==> config.mk <==
export PLATFORM = sky130hd
export DESIGN_NAME = aes_decrypt_round_ctrl
export DESIGN_NICKNAME = d
export VERILOG_FILES = /design/src/rtl/aes_decrypt_round_ctrl.sv
export SDC_FILE = /design/constraint.sdc
export NUM_CORES = 1
export LEC_CHECK = 0
export CORE_AREA = 2 2 251 253
export CTS_BUF_LIST = sky130_fd_sc_hd__clkbuf_8
export DETAILED_ROUTE_END_ITERATION = 7
export DIE_AREA = 0 0 253 255
export GPL_TIMING_DRIVEN = 0
export MAX_ROUTING_LAYER = met4
export PLACE_DENSITY_LB_ADDON = 0.05
export SYNTH_ARGS = -nofsm -noshare
export SYNTH_HDL_FRONTEND = slang
export SYNTH_SLANG_ARGS = --single-unit
export TNS_END_PERCENT = 1
==> constraint.sdc <==
create_clock -name clk -period 3 [get_ports clk]
set_input_delay 0.75 -clock clk [delete_from_list [all_inputs] [get_ports clk]]
set_output_delay 0.75 -clock clk [all_outputs]
set_load 0.02 [all_outputs]
==> src/rtl/aes_decrypt_round_ctrl.sv <==
// rtl/aes_decrypt_round_ctrl.sv - AES-128 inverse-cipher round sequencer (optional abort input: AES_DEC_ABORT_EN)
module aes_decrypt_round_ctrl #(
  parameter int NR        = 10,
  parameter int KEY_IDX_W = 4
) (
  input  logic                 clk,
  input  logic                 rst_n,
`ifdef AES_DEC_ABORT_EN
  input  logic                 abort,
`endif
  input  logic                 in_valid,
  output logic                 in_ready,
  input  logic [127:0]         in_data,
  output logic                 out_valid,
  input  logic                 out_ready,
  output logic [127:0]         out_data,
  output logic [KEY_IDX_W-1:0] key_idx,
  input  logic [127:0]         round_key,
  output logic [1:0]           dp_mode,
  output logic [127:0]         dp_state,
  input  logic [127:0]         dp_result,
  output logic                 busy
);

  localparam int CW = $clog2(NR + 1);

  localparam logic [1:0] MODE_IDLE  = 2'b00;
  localparam logic [1:0] MODE_INIT  = 2'b01;
  localparam logic [1:0] MODE_MID   = 2'b10;
  localparam logic [1:0] MODE_FINAL = 2'b11;

  typedef enum logic [2:0] {IDLE, INIT, ROUND, FINAL, DONE} state_t;

  state_t        state;
  logic [CW-1:0] cnt;
  logic [127:0]  sreg;
  logic          abort_req;

  // Abort request exists only in the abort-capable build.
`ifdef AES_DEC_ABORT_EN
  assign abort_req = abort;
`else
  assign abort_req = 1'b0;
`endif

  // round_key feeds the external datapath directly; the sequencer never looks at it.
  logic unused_round_key;
  assign unused_round_key = ^round_key;

  // in_ready is gated by reset so no block is accepted while reset is held.
  assign in_ready = rst_n && (state == IDLE);
  assign busy     = (state == INIT) || (state == ROUND) || (state == FINAL);
  assign out_data = sreg;
  assign dp_state = sreg;

  // Sequencer: key_idx/dp_mode are registered one state ahead so they line up with the state they serve.
  always_ff @(posedge clk) begin
    if (!rst_n) begin
      state     <= IDLE;
      cnt       <= '0;
      sreg      <= '0;
      out_valid <= 1'b0;
      key_idx   <= '0;
      dp_mode   <= MODE_IDLE;
    end else if (abort_req && busy) begin
      state     <= IDLE;
      cnt       <= '0;
      sreg      <= '0;
      out_valid <= 1'b0;
      key_idx   <= '0;
      dp_mode   <= MODE_IDLE;
    end else begin
      case (state)
        IDLE: begin
          if (in_valid) begin
            sreg    <= in_data;
            state   <= INIT;
            key_idx <= KEY_IDX_W'(NR);
            dp_mode <= MODE_INIT;
          end
        end
        INIT: begin
          sreg    <= dp_result;
          cnt     <= CW'(NR - 1);
          state   <= ROUND;
          key_idx <= KEY_IDX_W'(NR - 1);
          dp_mode <= MODE_MID;
        end
        ROUND: begin
          sreg <= dp_result;
          if (cnt == CW'(1)) begin
            state   <= FINAL;
            key_idx <= '0;
            dp_mode <= MODE_FINAL;
          end else begin
            cnt     <= cnt - CW'(1);
            key_idx <= KEY_IDX_W'(cnt - CW'(1));
          end
        end
        FINAL: begin
          sreg      <= dp_result;
          state     <= DONE;
          key_idx   <= '0;
          dp_mode   <= MODE_IDLE;
          out_valid <= 1'b1;
        end
        DONE: begin
          if (out_ready) begin
            out_valid <= 1'b0;
            state     <= IDLE;
          end
        end
        default: begin
          state <= IDLE;
        end
      endcase
    end
  end

endmodule

==> results.tsv, run 1 <==
stage	metric	value	unit
run_status	status	complete, no violations	
timing	Tcrit/Tclk final	91.4	%
power_and_ir_drop	P_leak	5.57	nW
timing	hold_ws	0.478	ns
clock_tree	H-tree depth	4	
global_route	met2 Usage GRT	21.3	%
global_route	met3 GRT Util	4.59	%
yosys	Post-synth top flop	dfxtp_1	
setup_path	slowest cell on the critical path	dfxtp_1	
global_route	antenna violations before repair	8	
routing	Pre-antenna DRT Iters	4	
floorplan	row count	92	
global_route	Tot GR Track Use	12.9	%
floorplan	Core Area	62200	µm²
hold_path	Hold WC Path Type	flop to flop	
setup_path	Max stage delay on crit path	0.49	ns
timing	Finish-stage setup viols	0	
setup_path	Worst EP arrival	1.99	ns
setup_path	Buf/Inv on CP	2	
setup_path	CP max FO	19	
placement	DP Cell Count	2120	
yosys	Cell variety after synth	44	
clock_tree	Root Buffer	clkbuf_8	
routing	Via-to-Cell Ratio	3.67	
floorplan	Initial Utilization	13.3	%
clock_tree	Worst-path clk slew	0.09	ns
timing	clock skew	0.0156	ns
global_route	most used routing layer	met2	
yosys	synth warn	0	
yosys	most frequent cell after synthesis	dfxtp_1	
cells_and_area	post-layout util	24.1	%
floorplan	I/O pins	653	
cells_and_area	Layout area overhead	81.1	%
placement	port bufs	523	
yosys	Yosys reg bits	142	
routing	DR iter-0 viols	291	
routing	vias	7928	
setup_path	CP Cell Sequence	nor2_4 -> buf_6 -> nor2_1 -> dlygate4sd2_1	
yosys	asr flop ratio synth	0	%
placement	GP Congestion	0.723	
clock_tree	CTS Buffer Depth	2	
clock_tree	Clock Latency Late Sink	0.55	ns
routing	routed wire length	41900	µm
cells_and_area	Final Non-Filler Cells	2158	
cells_and_area	layout cells sized above 1	32.1	%
placement	Place WS	-0.224	ns
clock_tree	CTS tree	built	
yosys	Syn Nets	1188	
power_and_ir_drop	PD cells	484	nW/µm²
floorplan	Die W	253	µm
yosys	most instantiated cells after synthesis	142 x dfxtp_1, 133 x nand2b_1, 128 x buf_4	
floorplan	die height	255	µm
setup_path	cell family with most CP delay	buffers and inverters	
setup_path	CP Capture Type	primary output	
power_and_ir_drop	Peak VDD IR	0.319	mV
yosys	post-synthesis sequential area ratio	34.4	%
timing	Hold Vio Cnt, Final	0	
placement	Final HPWL DP	32500	µm
global_route	first-pass GRT wire length	57800	µm
global_route	grt met1 use	14.8	%
setup_path	worst path required time	2.25	ns
timing	max_slew headroom	28.3	%
global_route	vias in the first global route	8134	
yosys	leading area contributor after synthesis	dfxtp_1	
yosys	Syn Inst Count	798	
global_route	largest net degree at the start of global routing	20	
global_route	final global-route overflow total	0	
timing	worst setup margin	0.259	ns
yosys	Cell Area, Synth	8270	µm²
setup_path	CP Launch Type	flop	
timing	unrepaired setup endpoints after global routing	no	
clock_tree	cts hold-fix bufs	0	
yosys	number of synthesized flops with an enable pin	0	
clock_tree	CTS Buf Count	17	
yosys	average size of a mapped cell	10.4	µm²
yosys	Synth top area share	34.4	%
timing	minimum clock period after layout	2.74	ns
job	max cap viols	0	
routing	WL/cell	19.4	µm
timing	Max Fclk	365	MHz
routing	DRC	0	
timing	slew of the pin with the lowest slew margin	1.08	ns
timing	Slew Limit Fails	0	
yosys	synth top area cells	dfxtp_1 34%, mux2_2 17%, o221a_2 15%	
setup_path	critical path type	flop to primary output	
cells_and_area	final net count	1729	
floorplan	Die Footprint	64500	µm²
routing	antenna-violating nets left	0	
clock_tree	clock sink count	142	
-- flip-flops by register name (all words and copies together) (netlist names) --
signal and cells:
state 3, key_idx 4, dp_mode 2, out_valid 1
cnt 4, dp_state 128
-- repair_timing --
action | in CTS | in global routing
resized for setup | 8 | 0
setup endpoints to repair | 2 | 0
setup buffers | 0 | 0
-- area by class of cell --
class                   instances  area [µm²]
diodes                          8        20.0
plain buffers                 203        1290
clock buffers                  20         275
clock inverters                11         164
fillers                      6705       47200
inverters                       6        22.5
multi-input cells             446        4130
flip-flops and latches        142        2840
well taps                     799        1000
repair buffers                523        5230
-- routing by layer --
layer | part of all wire (%) | routed length (µm)
met4 | 1.2 | 490
met3 | 7.2 | 3020
met1 | 42 | 17400
met5 | 0 | 0
met2 | 50 | 20900
-- worst register-to-register path: stages, from the launching register on --
cell and delay, ns:
dfxtp_1 0.37, buf_2 0.25, clkbuf_1 0.83, clkbuf_1 0.54, o221a_2 0.29
-- layout by cell type (no fill, tap or decap), types with 2 or more instances in the layout --
cell / netlist / layout
ha_1: 2 / 2
nand2b_1: 133 / 133
dlygate4sd2_1: 0 / 2
clkinvlp_4: 0 / 2
o221a_2: 111 / 111
buf_2: 29 / 27
o221a_1: 20 / 20
inv_1: 6 / 6
a21oi_1: 7 / 7
clkbuf_2: 0 / 2
diode_2: 0 / 8
clkinv_2: 0 / 4
nand2_1: 3 / 3
a31oi_1: 2 / 2
a211oi_1: 2 / 2
o21ai_0: 2 / 2
clkbuf_8: 0 / 20
bufinv_16: 0 / 4
nand3b_1: 4 / 4
mux2_2: 126 / 126
nor2_1: 5 / 4
buf_4: 128 / 128
mux2_1: 2 / 2
or3_1: 3 / 3
buf_1: 3 / 3
clkbuf_1: 44 / 42
clkdlybuf4s50_1: 0 / 521
dfxtp_1: 142 / 142
-- where the power goes --
part | switching, mW | internal [mW] | leakage, nW
Combinational | 1.28 | 1.74 | 4.16
Sequential | 0.244 | 2.12 | 1.18
Clock | 0.910 | 0.961 | 0.220
Total | 2.43 | 4.82 | 5.57
-- path summary, 6_finish.rpt --
check                           startpoint  depth (start not counted)  slack (ns)          end
worst min-delay path            key_idx[1]                          2        0.48   key_idx[1]
worst max register to register    state[2]                          4        0.67  dp_state[8]
worst max-delay path              state[1]                          4        0.26         busy
worst min register to register  key_idx[1]                          2        0.48   key_idx[1]
-- kinds of logic (layout without fill, tap and decap cells) --
group / count (synthesis) / in the layout / share of synthesized area, %
buffers and inverters: 210 / 763 / 15.8
xor gates and xnor gates: 1 / 1 / 0.106
AOI/OAI and AO/OA: 153 / 153 / 19.7
and+or+nand+nor: 161 / 161 / 12.1
adders and majority gates: 2 / 2 / 0.303
other: 0 / 8 / 0
DFF: 142 / 142 / 34.4
muxes: 129 / 129 / 17.6
-- metrics by stage --
step                power [mW]  cell area, µm²  TNS, ns
floorplan                 3.95            8270        0
global placement          5.49           14500    -2.44
detailed placement        5.48           14500    -1.43
CTS                       7.43           14900        0
global route              7.64           15000        0
finish                    7.25           15000        0
No activity file was read; power rests on OpenSTA's default activity.
==> inputs of run 2 (changes only) <==
- HOLD_SLACK_MARGIN: unset -> 0.08
- SLEW_MARGIN: unset -> 20
==> results.tsv, run 2 (same netlist as run 1, synthesis figures left out) <==
stage	metric	value	unit
placement	DP Cell Count	2120	
clock_tree	# Post-CTS Setup Buffers	0	
setup_path	CP Cell Sequence	buf_2 -> clkbuf_2 -> nor2_1 -> dlygate4sd2_1	
clock_tree	PostCTS Resize Cnt	7	
hold_path	min-delay src	key_idx[1]	
cells_and_area	most frequent cells in the layout	521 x clkdlybuf4s50_1, 142 x dfxtp_1, 133 x nand2b_1, 128 x buf_4, 126 x mux2_2	
placement	GP Congestion	0.723	
clock_tree	CTS Buffer Depth	2	
global_route	largest net degree at the start of global routing	20	
routing	vias	7978	
setup_path	CP Capture Type	primary output	
power_and_ir_drop	PD cells	479	nW/µm²
setup_path	critical path type	flop to primary output	
routing	Via-to-Cell Ratio	3.69	
cells_and_area	Final Non-Filler Cells	2162	
timing	max_slew headroom	51.4	%
routing	antenna-violating nets left	0	
setup_path	worst-case reg-to-reg path depth	6	
clock_tree	clock sink count	142	
cells_and_area	commonest non-fill, non-tap cell in the layout	clkdlybuf4s50_1	
setup_path	worst path required time	2.25	ns
timing	hold_ws	0.474	ns
setup_path	FF-to-FF End	dp_state[79]	
clock_tree	Clock Latency Late Sink	0.56	ns
setup_path	Max stage delay on crit path	0.38	ns
routing	DR iter-0 viols	241	
timing	unrepaired setup endpoints after global routing	no	
timing	Slew Limit Fails	0	
floorplan	Initial Utilization	13.3	%
cells_and_area	final net count	1729	
power_and_ir_drop	Peak VDD IR	0.318	mV
timing	clock skew	0.0195	ns
timing	minimum clock period after layout	2.74	ns
run_status	status	complete, no violations	
job	max cap viols	0	
cells_and_area	layout cells sized above 1	32.1	%
setup_path	CP max FO	11	
global_route	vias in the first global route	8128	
clock_tree	CTS tree	built	
routing	WL/cell	19.4	µm
cells_and_area	Layout area overhead	80.9	%
timing	Tcrit/Tclk final	91.2	%
floorplan	Core Area	62200	µm²
floorplan	I/O pins	653	
clock_tree	cts hold-fix bufs	0	
timing	slew of the pin with the lowest slew margin	0.728	ns
routing	DRC	0	
cells_and_area	max reg flops	128	
clock_tree	Worst-path clk slew	0.09	ns
hold_path	Min-Delay Path Depth	2	
hold_path	worst hold endpoint	key_idx[1]	
setup_path	Worst EP arrival	1.99	ns
clock_tree	CTS Buf Count	17	
global_route	antenna violations before repair	9	
setup_path	Reg2Reg Launch Point	state[0]	
routing	Pre-antenna DRT Iters	4	
placement	port bufs	523	
global_route	Tot GR Track Use	12.9	%
global_route	first-pass GRT wire length	57600	µm
placement	Final HPWL DP	32500	µm
floorplan	Die Footprint	64500	µm²
floorplan	die height	255	µm
floorplan	Die W	253	µm
floorplan	row count	92	
clock_tree	Root Buffer	clkbuf_8	
hold_path	Hold WC Path Type	flop to flop	
global_route	final global-route overflow total	0	
setup_path	setup slack, reg-to-reg	0.73	ns
timing	Finish-stage setup viols	0	
setup_path	slowest cell on the critical path	dfxtp_1	
setup_path	CP Launch Type	flop	
power_and_ir_drop	P_leak	5.57	nW
timing	Max Fclk	365	MHz
timing	Hold Vio Cnt, Final	0	
routing	routed wire length	41900	µm
clock_tree	H-tree depth	4	
[run 2: how the worst max path moves through the flow]
stage | from | slack, ns | depth (start not counted) | endpoint
global placement | state[1] | -0.22 | 5 | busy
global route | state[2] | 0.06 | 4 | busy
CTS | state[2] | 0.10 | 4 | busy
detailed placement | state[1] | -0.23 | 5 | busy
finish | state[2] | 0.26 | 4 | busy
floorplan | rst_n | 0.87 | 3 | in_ready
[run 2: area by class of cell]
cell class	instances	area, µm²
Inverter	6	22.5
Clock inverter	12	143
Sequential cell	142	2840
Tap cell	799	1000
Fill cell	6713	47200
Antenna cell	11	27.5
Multi-Input combinational cell	446	4130
Clock buffer	20	275
Timing Repair Buffer	523	5230
Buffer	203	1290
[run 2: routing by layer]
metal	track usage (%)	vias to the layer above	routed length [µm]
met5	-	-	0
met4	3.48	0	442
met3	4.45	25	2970
met2	21.2	263	20700
met1	15.0	3781	17700
li1	-	3909	-
[run 2: through the flow]
| step | util, % | setup slack [ns] | setup TNS (ns) | power [mW] | cell area (µm²) |
|---|---|---|---|---|---|
| CTS | 24.0 | 0.100 | 0 | 7.36 | 14900 |
| detailed placement | 23.3 | -0.233 | -2.22 | 5.48 | 14500 |
| global placement | 23.3 | -0.220 | -2.44 | 5.49 | 14500 |
| global route | 24.0 | 0.0622 | 0 | 7.55 | 14900 |
| floorplan | - | 0.873 | 0 | 3.95 | 8270 |
| finish | 24.1 | 0.263 | 0 | 7.16 | 15000 |
[run 2: critical path: cells and delay by family (launching register included)]
kind,cells,cell delay (ns)
and+or+nand+nor,1,0.12
buffers and inverters,3,0.92
DFF,1,0.38
[run 2: power breakdown]
group          internal, mW  leakage [nW]  switching, mW  total, mW
sequential             2.12          1.18          0.246       2.36
combinational          1.74          4.17           1.28       3.02
clock                 0.877         0.216          0.901       1.78
total                  4.73          5.57           2.43       7.16
